**config.mk**
```make
export PLATFORM = sky130hd
export DESIGN_NAME = ram_arbiter_flat
export DESIGN_NICKNAME = d
export VERILOG_FILES = /design/src/rtl/ram_arbiter_if.sv /design/src/rtl/ram_arbiter.sv /design/src/flat_wrapper.sv
export SDC_FILE = /design/constraint.sdc
export NUM_CORES = 1
export LEC_CHECK = 0
export ABC_CLOCK_PERIOD_IN_PS = 1900
export CAP_MARGIN = 20
export CORE_ASPECT_RATIO = 0.8
export CORE_MARGIN = 2
export CORE_UTILIZATION = 35
export CTS_BUF_LIST = sky130_fd_sc_hd__clkbuf_16
export DETAILED_ROUTE_END_ITERATION = 8
export GPL_TIMING_DRIVEN = 0
export PLACE_DENSITY = 0.75
export SLEW_MARGIN = 20
export SYNTH_ARGS = -nofsm -noshare
export SYNTH_HDL_FRONTEND = slang
export SYNTH_SLANG_ARGS = --single-unit
export TNS_END_PERCENT = 1
```
**constraint.sdc**
```tcl
create_clock -name clk -period 1.9 [get_ports clk]
set_input_delay 0.285 -clock clk [delete_from_list [all_inputs] [get_ports clk]]
set_output_delay 0.285 -clock clk [all_outputs]
set_load 0.02 [all_outputs]
```
**src/rtl/ram_arbiter_if.sv**
```systemverilog
// Purpose : bundles the two requester ports and the RAM port of ram_arbiter.
// Latency : n/a (wires only).
// Backpressure: requesters hold req until done; the RAM side has no stall.
//
// Port summary
//   r0_* / r1_* : req, we, addr, wdata in; gnt, done, rdata out (arbiter view)
//   ram_*       : ram_a, ram_we, ram_re, ram_wdata out; ram_rdata in
//   slave modport  -> the arbiter
//   master modport -> the environment (requesters + RAM)
interface ram_arbiter_if #(
    parameter int AW = 16,
    parameter int DW = 4
);
    // requester 0
    logic          r0_req;
    logic          r0_we;
    logic [AW-1:0] r0_addr;
    logic [DW-1:0] r0_wdata;
    logic          r0_gnt;
    logic          r0_done;
    logic [DW-1:0] r0_rdata;

    // requester 1
    logic          r1_req;
    logic          r1_we;
    logic [AW-1:0] r1_addr;
    logic [DW-1:0] r1_wdata;
    logic          r1_gnt;
    logic          r1_done;
    logic [DW-1:0] r1_rdata;

    // RAM port
    logic [AW-1:0] ram_a;
    logic          ram_we;
    logic          ram_re;
    logic [DW-1:0] ram_wdata;
    logic [DW-1:0] ram_rdata;

    modport slave (
        input  r0_req, r0_we, r0_addr, r0_wdata,
        output r0_gnt, r0_done, r0_rdata,
        input  r1_req, r1_we, r1_addr, r1_wdata,
        output r1_gnt, r1_done, r1_rdata,
        output ram_a, ram_we, ram_re, ram_wdata,
        input  ram_rdata
    );

    modport master (
        output r0_req, r0_we, r0_addr, r0_wdata,
        input  r0_gnt, r0_done, r0_rdata,
        output r1_req, r1_we, r1_addr, r1_wdata,
        input  r1_gnt, r1_done, r1_rdata,
        input  ram_a, ram_we, ram_re, ram_wdata,
        output ram_rdata
    );
endinterface

```
**src/rtl/ram_arbiter.sv**
```systemverilog
// Purpose : two-requester round-robin arbiter in front of a single-port RAM.
// Latency : req sampled in IDLE at N -> gnt + RAM strobe at N+1 -> done at N+2.
// Backpressure: requesters hold req (level) until served; one access per 3 cycles max.
//
// Port summary
//   clk   : single clock, rising edge
//   rst   : asynchronous, active-high; forces IDLE and all outputs low at once
//   bus   : ram_arbiter_if.slave (requester 0/1 ports and RAM port)
module ram_arbiter #(
    parameter int AW = 16,
    parameter int DW = 4
) (
    input  logic         clk,
    input  logic         rst,
    ram_arbiter_if.slave bus
);

    typedef enum logic [1:0] {
        IDLE = 2'd0,
        ACC  = 2'd1,
        RSP  = 2'd2
    } state_t;

    state_t state;
    state_t state_nxt;

    // Fields of the access currently owning the RAM, latched at the IDLE
    // sampling edge. Nothing the requesters do afterwards can disturb them.
    logic          own_id;
    logic          own_we;
    logic [AW-1:0] own_addr;
    logic [DW-1:0] own_wdata;

    // Read result; a write leaves it untouched.
    logic [DW-1:0] rdata;

    // Round-robin pointer: id of the requester granted most recently.
    // Reset value 1 makes requester 0 win the first tie.
    logic          last_id;

    // High for exactly the IDLE cycle following RSP. The requester just
    // served is ineligible then, so a req still held from the previous
    // access is not sampled a second time.
    logic          mask;

    // Arbitration
    logic          elig0;
    logic          elig1;
    logic          win_id;
    logic          capture;

    // Output drive
    logic          gnt0;
    logic          gnt1;
    logic          done0;
    logic          done1;
    logic          ram_we_c;
    logic          ram_re_c;

    //------------------------------------------------------------------
    // Eligibility and winner selection
    //------------------------------------------------------------------
    always_comb begin
        elig0   = bus.r0_req && !(mask && (last_id == 1'b0));
        elig1   = bus.r1_req && !(mask && (last_id == 1'b1));
        // On a tie the requester that was not granted last wins;
        // otherwise whichever one is eligible.
        if (elig0 && elig1) begin
            win_id = ~last_id;
        end else begin
            win_id = elig1;
        end
        capture = (state == IDLE) && (elig0 || elig1);
    end

    //------------------------------------------------------------------
    // FSM state register
    //------------------------------------------------------------------
    always_ff @(posedge clk or posedge rst) begin
        if (rst) begin
            state <= IDLE;
        end else begin
            state <= state_nxt;
        end
    end

    //------------------------------------------------------------------
    // FSM next state and outputs. All strobes decode from the state
    // register only, so an asynchronous reset drops them immediately.
    //------------------------------------------------------------------
    always_comb begin
        state_nxt = state;
        gnt0      = 1'b0;
        gnt1      = 1'b0;
        done0     = 1'b0;
        done1     = 1'b0;
        ram_we_c  = 1'b0;
        ram_re_c  = 1'b0;

        case (state)
            IDLE: begin
                if (capture) begin
                    state_nxt = ACC;
                end
            end
            ACC: begin
                ram_we_c  = own_we;
                ram_re_c  = !own_we;
                gnt0      = (own_id == 1'b0);
                gnt1      = (own_id == 1'b1);
                state_nxt = RSP;
            end
            RSP: begin
                done0     = (own_id == 1'b0);
                done1     = (own_id == 1'b1);
                state_nxt = IDLE;
            end
            default: begin
                state_nxt = IDLE;
            end
        endcase
    end

    //------------------------------------------------------------------
    // Datapath registers
    //------------------------------------------------------------------
    always_ff @(posedge clk or posedge rst) begin
        if (rst) begin
            own_id    <= 1'b0;
            own_we    <= 1'b0;
            own_addr  <= '0;
            own_wdata <= '0;
            rdata     <= '0;
            last_id   <= 1'b1;
            mask      <= 1'b0;
        end else begin
            if (capture) begin
                own_id    <= win_id;
                own_we    <= win_id ? bus.r1_we    : bus.r0_we;
                own_addr  <= win_id ? bus.r1_addr  : bus.r0_addr;
                own_wdata <= win_id ? bus.r1_wdata : bus.r0_wdata;
                last_id   <= win_id;
            end
            // The RAM answers combinationally while ram_re is high, so the
            // value is taken on the edge that closes ACC.
            if ((state == ACC) && !own_we) begin
                rdata <= bus.ram_rdata;
            end
            mask <= (state == RSP);
        end
    end

    //------------------------------------------------------------------
    // Output assignments
    //------------------------------------------------------------------
    assign bus.r0_gnt    = gnt0;
    assign bus.r1_gnt    = gnt1;
    assign bus.r0_done   = done0;
    assign bus.r1_done   = done1;
    // Both requesters see the shared result register; it is only
    // meaningful while the matching done is high.
    assign bus.r0_rdata  = rdata;
    assign bus.r1_rdata  = rdata;
    assign bus.ram_a     = own_addr;
    assign bus.ram_wdata = own_wdata;
    assign bus.ram_we    = ram_we_c;
    assign bus.ram_re    = ram_re_c;

endmodule

```
**src/flat_wrapper.sv**
```systemverilog
// flat-port wrapper written by rule: the top's interface ports become plain ports
module ram_arbiter_flat 
#(
    parameter int AW = 16,
    parameter int DW = 4
)
  (clk, rst, bus_r0_req, bus_r0_we, bus_r0_addr, bus_r0_wdata, bus_r0_gnt, bus_r0_done, bus_r0_rdata, bus_r1_req, bus_r1_we, bus_r1_addr, bus_r1_wdata, bus_r1_gnt, bus_r1_done, bus_r1_rdata, bus_ram_a, bus_ram_we, bus_ram_re, bus_ram_wdata, bus_ram_rdata);
  ram_arbiter_if #(.AW(AW), .DW(DW)) bus_i ();
  input  logic clk;
  input  logic rst;
  input wire logic [$bits(bus_i.r0_req)-1:0] bus_r0_req;
  input wire logic [$bits(bus_i.r0_we)-1:0] bus_r0_we;
  input wire logic [$bits(bus_i.r0_addr)-1:0] bus_r0_addr;
  input wire logic [$bits(bus_i.r0_wdata)-1:0] bus_r0_wdata;
  output wire logic [$bits(bus_i.r0_gnt)-1:0] bus_r0_gnt;
  output wire logic [$bits(bus_i.r0_done)-1:0] bus_r0_done;
  output wire logic [$bits(bus_i.r0_rdata)-1:0] bus_r0_rdata;
  input wire logic [$bits(bus_i.r1_req)-1:0] bus_r1_req;
  input wire logic [$bits(bus_i.r1_we)-1:0] bus_r1_we;
  input wire logic [$bits(bus_i.r1_addr)-1:0] bus_r1_addr;
  input wire logic [$bits(bus_i.r1_wdata)-1:0] bus_r1_wdata;
  output wire logic [$bits(bus_i.r1_gnt)-1:0] bus_r1_gnt;
  output wire logic [$bits(bus_i.r1_done)-1:0] bus_r1_done;
  output wire logic [$bits(bus_i.r1_rdata)-1:0] bus_r1_rdata;
  output wire logic [$bits(bus_i.ram_a)-1:0] bus_ram_a;
  output wire logic [$bits(bus_i.ram_we)-1:0] bus_ram_we;
  output wire logic [$bits(bus_i.ram_re)-1:0] bus_ram_re;
  output wire logic [$bits(bus_i.ram_wdata)-1:0] bus_ram_wdata;
  input wire logic [$bits(bus_i.ram_rdata)-1:0] bus_ram_rdata;
  assign bus_i.r0_req = bus_r0_req;
  assign bus_i.r0_we = bus_r0_we;
  assign bus_i.r0_addr = bus_r0_addr;
  assign bus_i.r0_wdata = bus_r0_wdata;
  assign bus_r0_gnt = bus_i.r0_gnt;
  assign bus_r0_done = bus_i.r0_done;
  assign bus_r0_rdata = bus_i.r0_rdata;
  assign bus_i.r1_req = bus_r1_req;
  assign bus_i.r1_we = bus_r1_we;
  assign bus_i.r1_addr = bus_r1_addr;
  assign bus_i.r1_wdata = bus_r1_wdata;
  assign bus_r1_gnt = bus_i.r1_gnt;
  assign bus_r1_done = bus_i.r1_done;
  assign bus_r1_rdata = bus_i.r1_rdata;
  assign bus_ram_a = bus_i.ram_a;
  assign bus_ram_we = bus_i.ram_we;
  assign bus_ram_re = bus_i.ram_re;
  assign bus_ram_wdata = bus_i.ram_wdata;
  assign bus_i.ram_rdata = bus_ram_rdata;
  ram_arbiter #(.AW(AW), .DW(DW)) u_core (.clk(clk), .rst(rst), .bus(bus_i));
endmodule
```
# ---- Yosys cells after proc, flatten, opt, wreduce, memory -nomap -nowiden
# Cells that the tools add are included.
dict set report classes {
  bitwise_logic 2
  reduce_logical 12
  mux 12
  eq_ne 3
}
# operator count
set ops {}
lappend ops {{16-bit two-way mux} 1}
lappend ops {{1-bit two-way mux} 8}
lappend ops {{1-bit logical AND} 7}
lappend ops {{4-bit two-way mux} 1}
lappend ops {{2-bit case mux with 2 select lines} 1}
lappend ops {{1-bit logical NOT} 3}
lappend ops {{2-bit by 1-bit == test with 1-bit output (second input constant)} 1}
lappend ops {{2-bit == test (second input constant)} 1}
lappend ops {{2-bit logical NOT} 1}
lappend ops {{2-bit two-way mux} 1}
lappend ops {{2-bit by 1-bit != test with 1-bit output (second input constant)} 1}
lappend ops {{1-bit inverter} 2}
lappend ops {{1-bit logical OR} 1}
dict set report word_totals {
  output_inout_bits 34
  regBits 30
  input_bits 50
  elab_cells 37
}

# ---- Logic depth before layout (Yosys ltp)
# Gate-level depths: netlist (run 1).
dict set report logic_depth {
  word_depth 8
  mapped_depth 5
  ltp_nobuf 4
}

# ---- Worst setup path before layout (run 1)
# OpenSTA, ideal clock, no wires.
dict set report synth_path {
  path_kind {reg-to-reg}
  from {reg u_core.last_id}
  to {reg u_core.own_addr[0] (netlist: u_core.bus.ram_a[0])}
  setup_time_ns 0.125
  required_ns 1.775
  path_stages_with_launch 6
  t_arrival_ns 1.412
  path_slack_ns 0.363
  synth_period_minus_slack_ns 1.537
  path_buffers 1
  path_cell_list {dfstp_2 -> o21ai_2 -> nand2_2 -> buf_6 -> mux2_4 -> mux2_4}
}
dict set report synth_via {
  elab_chain_len 7
  elab_cells_between_ends 12
  classes_between {mux (2); bitwise (1); reduce/logical (9)}
}
# item line
set synth_rtl {}
lappend synth_rtl {{from (decl)} ram_arbiter.sv:39} ;# logic last_id;
lappend synth_rtl {{from (signal assigned)} ram_arbiter.sv:142} ;# last_id <= win_id;
lappend synth_rtl {{1-bit inverter} {ram_arbiter.sv:64, ram_arbiter.sv:69}}
lappend synth_rtl {{1-bit logical AND} ram_arbiter.sv:64} ;# elig0 = bus.r0_req && !(mask && (last_id == 1'b0));
lappend synth_rtl {{1-bit logical NOT} ram_arbiter.sv:64}
lappend synth_rtl {{1-bit logical AND} ram_arbiter.sv:64}
lappend synth_rtl {{1-bit logical AND} ram_arbiter.sv:68} ;# if (elig0 && elig1) begin
lappend synth_rtl {{1-bit two-way mux} ram_arbiter.sv:68}
lappend synth_rtl {{16-bit two-way mux} ram_arbiter.sv:140} ;# own_addr <= win_id ? bus.r1_addr : bus.r0_addr;
lappend synth_rtl {{to (signal assigned)} ram_arbiter.sv:140}
lappend synth_rtl {{to (decl)} ram_arbiter.sv:31} ;# logic [AW-1:0] own_addr;
# Several ways; a longest one is shown, not always the timed one.
# A chain may end at the register's enable or synchronous reset.

# ---- Worst setup path after layout (run 1)
dict set report layout_path {
  from {reg u_core.state[1]}
  to {out bus_ram_re}
}
dict set report layout_via {
  elab_chain_len 2
}
# item line
set layout_rtl {}
lappend layout_rtl {{from (decl)} ram_arbiter.sv:24} ;# state_t state;
lappend layout_rtl {{from (signal assigned)} ram_arbiter.sv:83} ;# state <= state_nxt;
lappend layout_rtl {{2-bit by 1-bit == test with 1-bit output} ram_arbiter.sv:100} ;# case (state)
lappend layout_rtl {{1-bit two-way mux} ram_arbiter.sv:100}
lappend layout_rtl {{to (decl)} flat_wrapper.sv:27} ;# output wire logic [$bits(bus_i.ram_re)-1:0] bus_ram_re;
# No other way between the ends.

==> results of run 1 <==
## path summary, 6_finish.rpt
check                           startpoint                  end  slack [ns]  depth (start not counted)
setup / recovery           u_core.state[1]           bus_ram_re        0.20                          3
hold / removal                         rst  u_core.bus.ram_a[5]        0.38                          2
setup reg to reg            u_core.last_id  u_core.bus.ram_a[5]        0.26                          5
hold reg to reg            u_core.state[1]        u_core.own_id        0.50                          1
max in group asynchronous              rst       u_core.last_id        0.97                          3
min in group clk           u_core.state[1]        u_core.own_id        0.50                          1
## layout make-up
cell class	instances	area, um2	share of cell area, %
Clock buffer	5	125	4.67
Tap cell	60	75.1	2.80
Sequential cell	30	752	28.1
Clock inverter	3	11.3	0.421
Inverter	2	7.51	0.280
Multi-Input combinational cell	66	777	29.0
Buffer	8	75.1	2.80
Timing Repair Buffer	84	855	31.9
## metrics by stage
step | util [%] | std cells | worst slack (ns) | power, mW | TNS, ns
2_1_floorplan | - | 106 | 0.363 | 2.79 | 0
3_3_place_gp | 55.7 | 249 | -0.0000316 | 3.73 | -0.0000316
3_5_place_dp | 56.3 | 250 | -0.0370 | 3.80 | -0.485
4_1_cts | 59.3 | 258 | 0.0450 | 4.50 | 0
5_1_grt | 59.3 | 258 | 0.0841 | 4.69 | 0
6_report | 59.3 | 258 | 0.199 | 4.44 | 0
## critical path, cell delays in order, from the launching register on
cell	delay [ns]
dfrtp_1	0.39
nand2b_1	0.19
nor2_2	0.21
dlygate4sd2_1	0.36
## state kept, by name, summed over array words and instances (netlist names)
name	flops
u_core.mask	1
u_core.own_id	1
u_core.bus.r0_rdata	4
u_core.state	2
u_core.own_we	1
u_core.bus.ram_a	16
u_core.last_id	1
u_core.bus.ram_wdata	4
## report_power, final
| group | leakage, nW | switching (mW) | total, mW | internal, mW |
|---|---|---|---|---|
| Combinational | 0.811 | 1.04 | 2.53 | 1.48 |
| Sequential | 0.354 | 0.232 | 1.22 | 0.987 |
| Clock | 0.0776 | 0.229 | 0.696 | 0.467 |
| Total | 1.24 | 1.50 | 4.44 | 2.94 |
## timing repair
action / CTS / global route
endpoints found under the setup margin: 5 / 1
hold endpoints to repair: 0 / 0
gates resized for setup: 6 / 1
## kinds of logic after synthesis
family	after synthesis	synth area share, %
compound gates	7	2.64
buf+inv	10	5.13
flops	30	46.7
mux	46	41.1
simple gates	13	4.43
## per-layer routing
metal,vias up,part of all wire (%)
met1,540,42
met2,42,51
met3,2,6.0
li1,549,-
met4,0,0.82
met5,-,0
## cells in the final DEF, fill, tap and decap left out
master and instances:
clkdlybuf4s50_1 77, mux2_4 38, dfrtp_1 29, mux2_2 8, inv_1 5, clkbuf_16 5
dlygate4sd2_1 5, buf_6 4, buf_4 4, and2_1 3, nor2_1 2, nand2b_1 2
a21oi_1 2, nor2_2 2, nor2b_1 2, o21ai_2 1, nand2_2 1, nand2_1 1
o21ai_1 1, o21ai_0 1, o31ai_1 1, a31oi_1 1, buf_16 1, dlymetal6s2s_1 1
dfstp_2 1
==> metrics.yaml, run 1 <==
run_status:
  status: "completed"
floorplanning:
  die-width_um: 79.8
  start_util_pct: 35.6
  dieHeight_um: 64.6
  pin_count: 84
  coreArea_um2: 4510
  placementRows: 22
  die_area_um2: 5160
timing:
  hold_viol_final: 0
  rsz0062_at_grt: "false"
  slew_violations: 0
  period_minus_slack_ns: 1.70
  hold_slack_ns: 0.376
  setup_viol: 0
  skew_ns: 0.00224
  relSlewSlack_pct: 63.2
  min_period_over_period_pct: 89.5
  max_clock_freq_mhz: 588
  worstMarginPinSlew_ns: 0.552
power_and_ir_drop:
  leakagePower_nw: 1.24
  cellPowerDensity_nw_per_um2: 1660
  vdd_drop_max_v: 0.000861
synthesis:
  synthMostInstantiatedCell: "mux2_4"
  ys_ff_latch: 30
  post_synth_inst_count: 106
  synth_commonest_cells: "38 x mux2_4, 29 x dfrtp_1, 8 x mux2_2"
  synth_top_area_cell: "dfrtp_1"
  netlist_top_cells_area: "dfrtp_1 45%, mux2_4 35%, mux2_2 5.6%"
  yosysUniqueCellTypes: 20
  synth_edf_count: 0
  syn_avg_cell_area_um2: 15.2
  synth_top_area_share_pct: 45.1
  yosysWarnings: 0
  synthesis.area_um2: 1610
  ys_seq_area_share_pct: 46.7
  yosys_most_used_dff: "dfrtp_1"
  synth_async_sr_flop_share_pct: 100
  synth_nets: 156
route:
  drc: 0
  vias_per_cell: 4.39
  first_pass_iters: 4
  num_vias: 1133
  ant_nets: 0
  wl_per_cell_um: 13.7
  drtIter0Drc: 25
  totalWireLength_mm: 3.54
clocking:
  clock_sinks: 30
  clk_pin_slew_ns: 0.05
  cts_setup_buffers: 0
  cts_root_buf: "clkbuf_16"
  worstSkewPairLatency_ns: 0.26
  htree_levels: 2
  cts_buffers: 5
  cts_hold_buffers: 0
  cts_tree: "built"
  clockBufferDepth: 2
placement:
  placed_cell_area_um2: 2540
  routabilityCongestion: 0.853
  io_buffers: 83
  dp_hpwl_mm: 2.86
worst_hold_path:
  hold_class: "in2async"
grt:
  top_usage_layer: "met2"
  grt_max_degree: 20
  grt-ovfl-total: 0
  antenna_found_initial: 0
  grt.total_usage_pct: 14.6
  grt_pass1_wl_mm: 5.81
  globalRouteMet3Util_pct: 3.34
  use_met2_pct: 25.2
  grt_pass1_vias: 1266
  use_met1_pct: 17.5
critical_path:
  cp-end-kind: "output pin"
  worst-path-max-fanout: 5
  cp_data_arrival_time_ns: 1.42
  critPathLaunchType: "register"
  critPathRequiredTime_ns: 1.62
  critPathKind: "reg2out"
job:
  cap_violations: 0
cells_and_area:
  drive_gt1_share_pct: 32.8
  nets: 247
  fillers: 363
  diodes: 0
  syn_to_final_growth_pct: 66.4
  final_cell_area_um2: 2680
Power figures use the tool's default switching activity.
==> run 2: changes to the inputs <==
- ABC_AREA: unset -> 1
- PLACE_DENSITY: 0.75 -> 0.76
==> run 2 against run 1 <==
Against the previous run: routed wire length rose by 22%; setup slack worse by 0.12 ns; largest cell class unchanged; clock skew increased by 0.0021 ns; combinational power down 8.7%; critical endpoint is now bus_r0_done; register-to-register slack improved by 0.31 ns.
==> metrics.yaml, run 2 <==
clocking:
  clockBufferDepth: 2
  htree_levels: 2
  clk_pin_slew_ns: 0.05
  cts_root_buf: "clkbuf_16"
  cts_tree: "built"
  cts_hold_buffers: 0
  cts_setup_buffers: 0
  clock_sinks: 30
  cts_buffers: 5
  worstSkewPairLatency_ns: 0.27
placement:
  io_buffers: 83
  routabilityCongestion: 0.787
  dp_hpwl_mm: 3.18
synthesis:
  ys_ff_latch: 30
  synth_top_area_cell: "dfrtp_1"
  synthSimpleGateAreaFrac_pct: 42.5
  synthesis.area_um2: 1590
  synth_compound_gate_area_share_pct: 1.02
  synth_edf_count: 0
  synth_commonest_cells: "126 x nand2_1, 29 x dfrtp_1, 22 x nand4_1"
  synth_top_family_by_area: "simple AND/OR/NAND/NOR gates"
  synthMostInstantiatedCell: "nand2_1"
  synth_xor_area_share_pct: 0
  ys_seq_area_share_pct: 47.2
  yosysUniqueCellTypes: 15
  yosysWarnings: 0
  synth_async_sr_flop_share_pct: 100
  synth_top_area_share_pct: 45.6
  netlist_top_cells_area: "dfrtp_1 46%, nand2_1 30%, nand4_1 8.6%"
  syn_avg_cell_area_um2: 7.37
  yosys_most_used_dff: "dfrtp_1"
  post_synth_inst_count: 216
  synth_fa_ha_area_share_pct: 0
  synth_mux_area_share_pct: 0
  synth_nets: 266
power_and_ir_drop:
  power_mw: 4.21
  vdd_drop_max_v: 0.000858
  cellPowerDensity_nw_per_um2: 1600
  leakagePower_nw: 1.35
floorplanning:
  placementRows: 21
  die-width_um: 79.4
  die_area_um2: 5110
  start_util_pct: 37.2
  coreArea_um2: 4280
  dieHeight_um: 64.3
  pin_count: 84
critical_path:
  slowest_stage: "clkdlybuf4s50_1"
  critPathKind: "reg2out"
  cp-end-kind: "output pin"
  critPathRequiredTime_ns: 1.62
  worst-path-max-fanout: 5
  path_buf_inv: 1
  cp_data_arrival_time_ns: 1.54
  crit_chain: "nor3_1 > clkdlybuf4s50_1"
  max_stage_delay_ns: 0.63
  critPathLaunchType: "register"
  critical_path.top_delay_family: "buffers and inverters"
timing:
  rsz0062_at_grt: "false"
  fin_setup_tns_ns: 0
  slew_violations: 0
  worstMarginPinSlew_ns: 0.614
  hold_viol_final: 0
  relSlewSlack_pct: 59.0
  skew_ns: 0.00430
  setup_viol: 0
  period_minus_slack_ns: 1.82
  min_period_over_period_pct: 95.8
  max_clock_freq_mhz: 549
grt:
  grt_max_degree: 31
  grt-ovfl-total: 0
  grt_pass1_vias: 1559
  grt_pass1_wl_mm: 7.12
  grt.total_usage_pct: 18.1
  antenna_found_initial: 0
cells_and_area:
  final_cell_mix: "126 x nand2_1, 78 x clkdlybuf4s50_1, 29 x dfrtp_1, 22 x nand4_1, 8 x buf_4"
  diodes: 0
  fillers: 380
  regArea_um2: 752
  multi_input_area_um2: 693
  syn_to_final_growth_pct: 65.2
  drive_gt1_share_pct: 11.7
  largest_reg_flops: 16
  final_common_cell: "nand2_1"
  nets: 356
route:
  totalWireLength_mm: 4.31
  vias_per_cell: 4.51
  num_vias: 1643
  drtIter0Drc: 117
  drc: 0
  first_pass_iters: 4
  ant_nets: 0
  wl_per_cell_um: 11.8
worst_hold_path:
  hold_class: "in2async"
run_status:
  status: "completed"
job:
  cap_violations: 0
==> run 2: changes by cell type in the layout (fill, tap and decap cells not counted), moves of 3 or more <==
cell     delta
nand2_1   +125
mux2_4     -38
nand4_1    +22
mux2_2      -8
buf_2       +6
inv_2       +6
buf_4       +4
and2_1      -3
==> run 2: timing repair <==
| action | in CTS | in global routing |
|---|---|---|
| resized for setup | 4 | 1 |
| cloned | 0 | 0 |
| endpoints found under the setup margin | 4 | 1 |
| endpoints found under the hold margin | 0 | 0 |
==> run 2: kinds of logic after synthesis <==
family                 count (synthesis)
buffers and inverters                 25
AOI/OAI and AO/OA                      1
and+or+nand+nor                      160
DFF                                   30
==> run 2: layout make-up <==
class                      instances  share of cell area [%]
buffer                            16                    4.28
clock buffer                       5                    4.76
clock inverter                     3                   0.476
inverter                           9                    1.29
multi-input combinational        161                    26.4
sequential                        30                    28.6
tap                               57                    2.71
timing repair buffer              83                    31.5
==> run 2: final timing paths <==
path,start,to,slack (ns),cells past startpoint
worst min-delay path,rst,u_core.state[0],0.42,2
min in group clk,u_core.bus.ram_a[15],u_core.bus.ram_a[15],0.47,2
worst min register to register,u_core.bus.ram_a[15],u_core.bus.ram_a[15],0.47,2
worst max-delay path,u_core.state[0],bus_r0_done,0.08,2
worst max register to register,u_core.last_id,u_core.bus.ram_wdata[3],0.57,7
max in group asynchronous,rst,u_core.bus.ram_a[4],1.07,2
==> run 2: report_power, final <==
group | internal (mW) | switching (mW)
sequential | 0.963 | 0.203
clock | 0.471 | 0.262
combinational | 1.05 | 1.27
==> run 2: metrics by stage <==
stage                     std cells  utilization, %  worst slack [ns]  hold slack, ns  instance area, um2
after floorplan                 216               -             0.683           0.375                1590
after global placement          356            58.2             0.146           0.462                2490
final                           364            61.4            0.0791           0.424                2630
after global routing            364            61.4            0.0193           0.485                2630
after detailed placement        356            58.2             0.155           0.465                2490
after CTS                       364            61.3            0.0368           0.455                2630
==> run 2: metal layers <==
layer / up-vias / share of wire [%] / global-route usage, %
li1: 855 / - / -
met1: 730 / 47 / 23.9
met2: 51 / 46 / 27.8
met3: 7 / 5.8 / 6.07
met4: 0 / 1.3 / 5.82
met5: - / 0 / 0
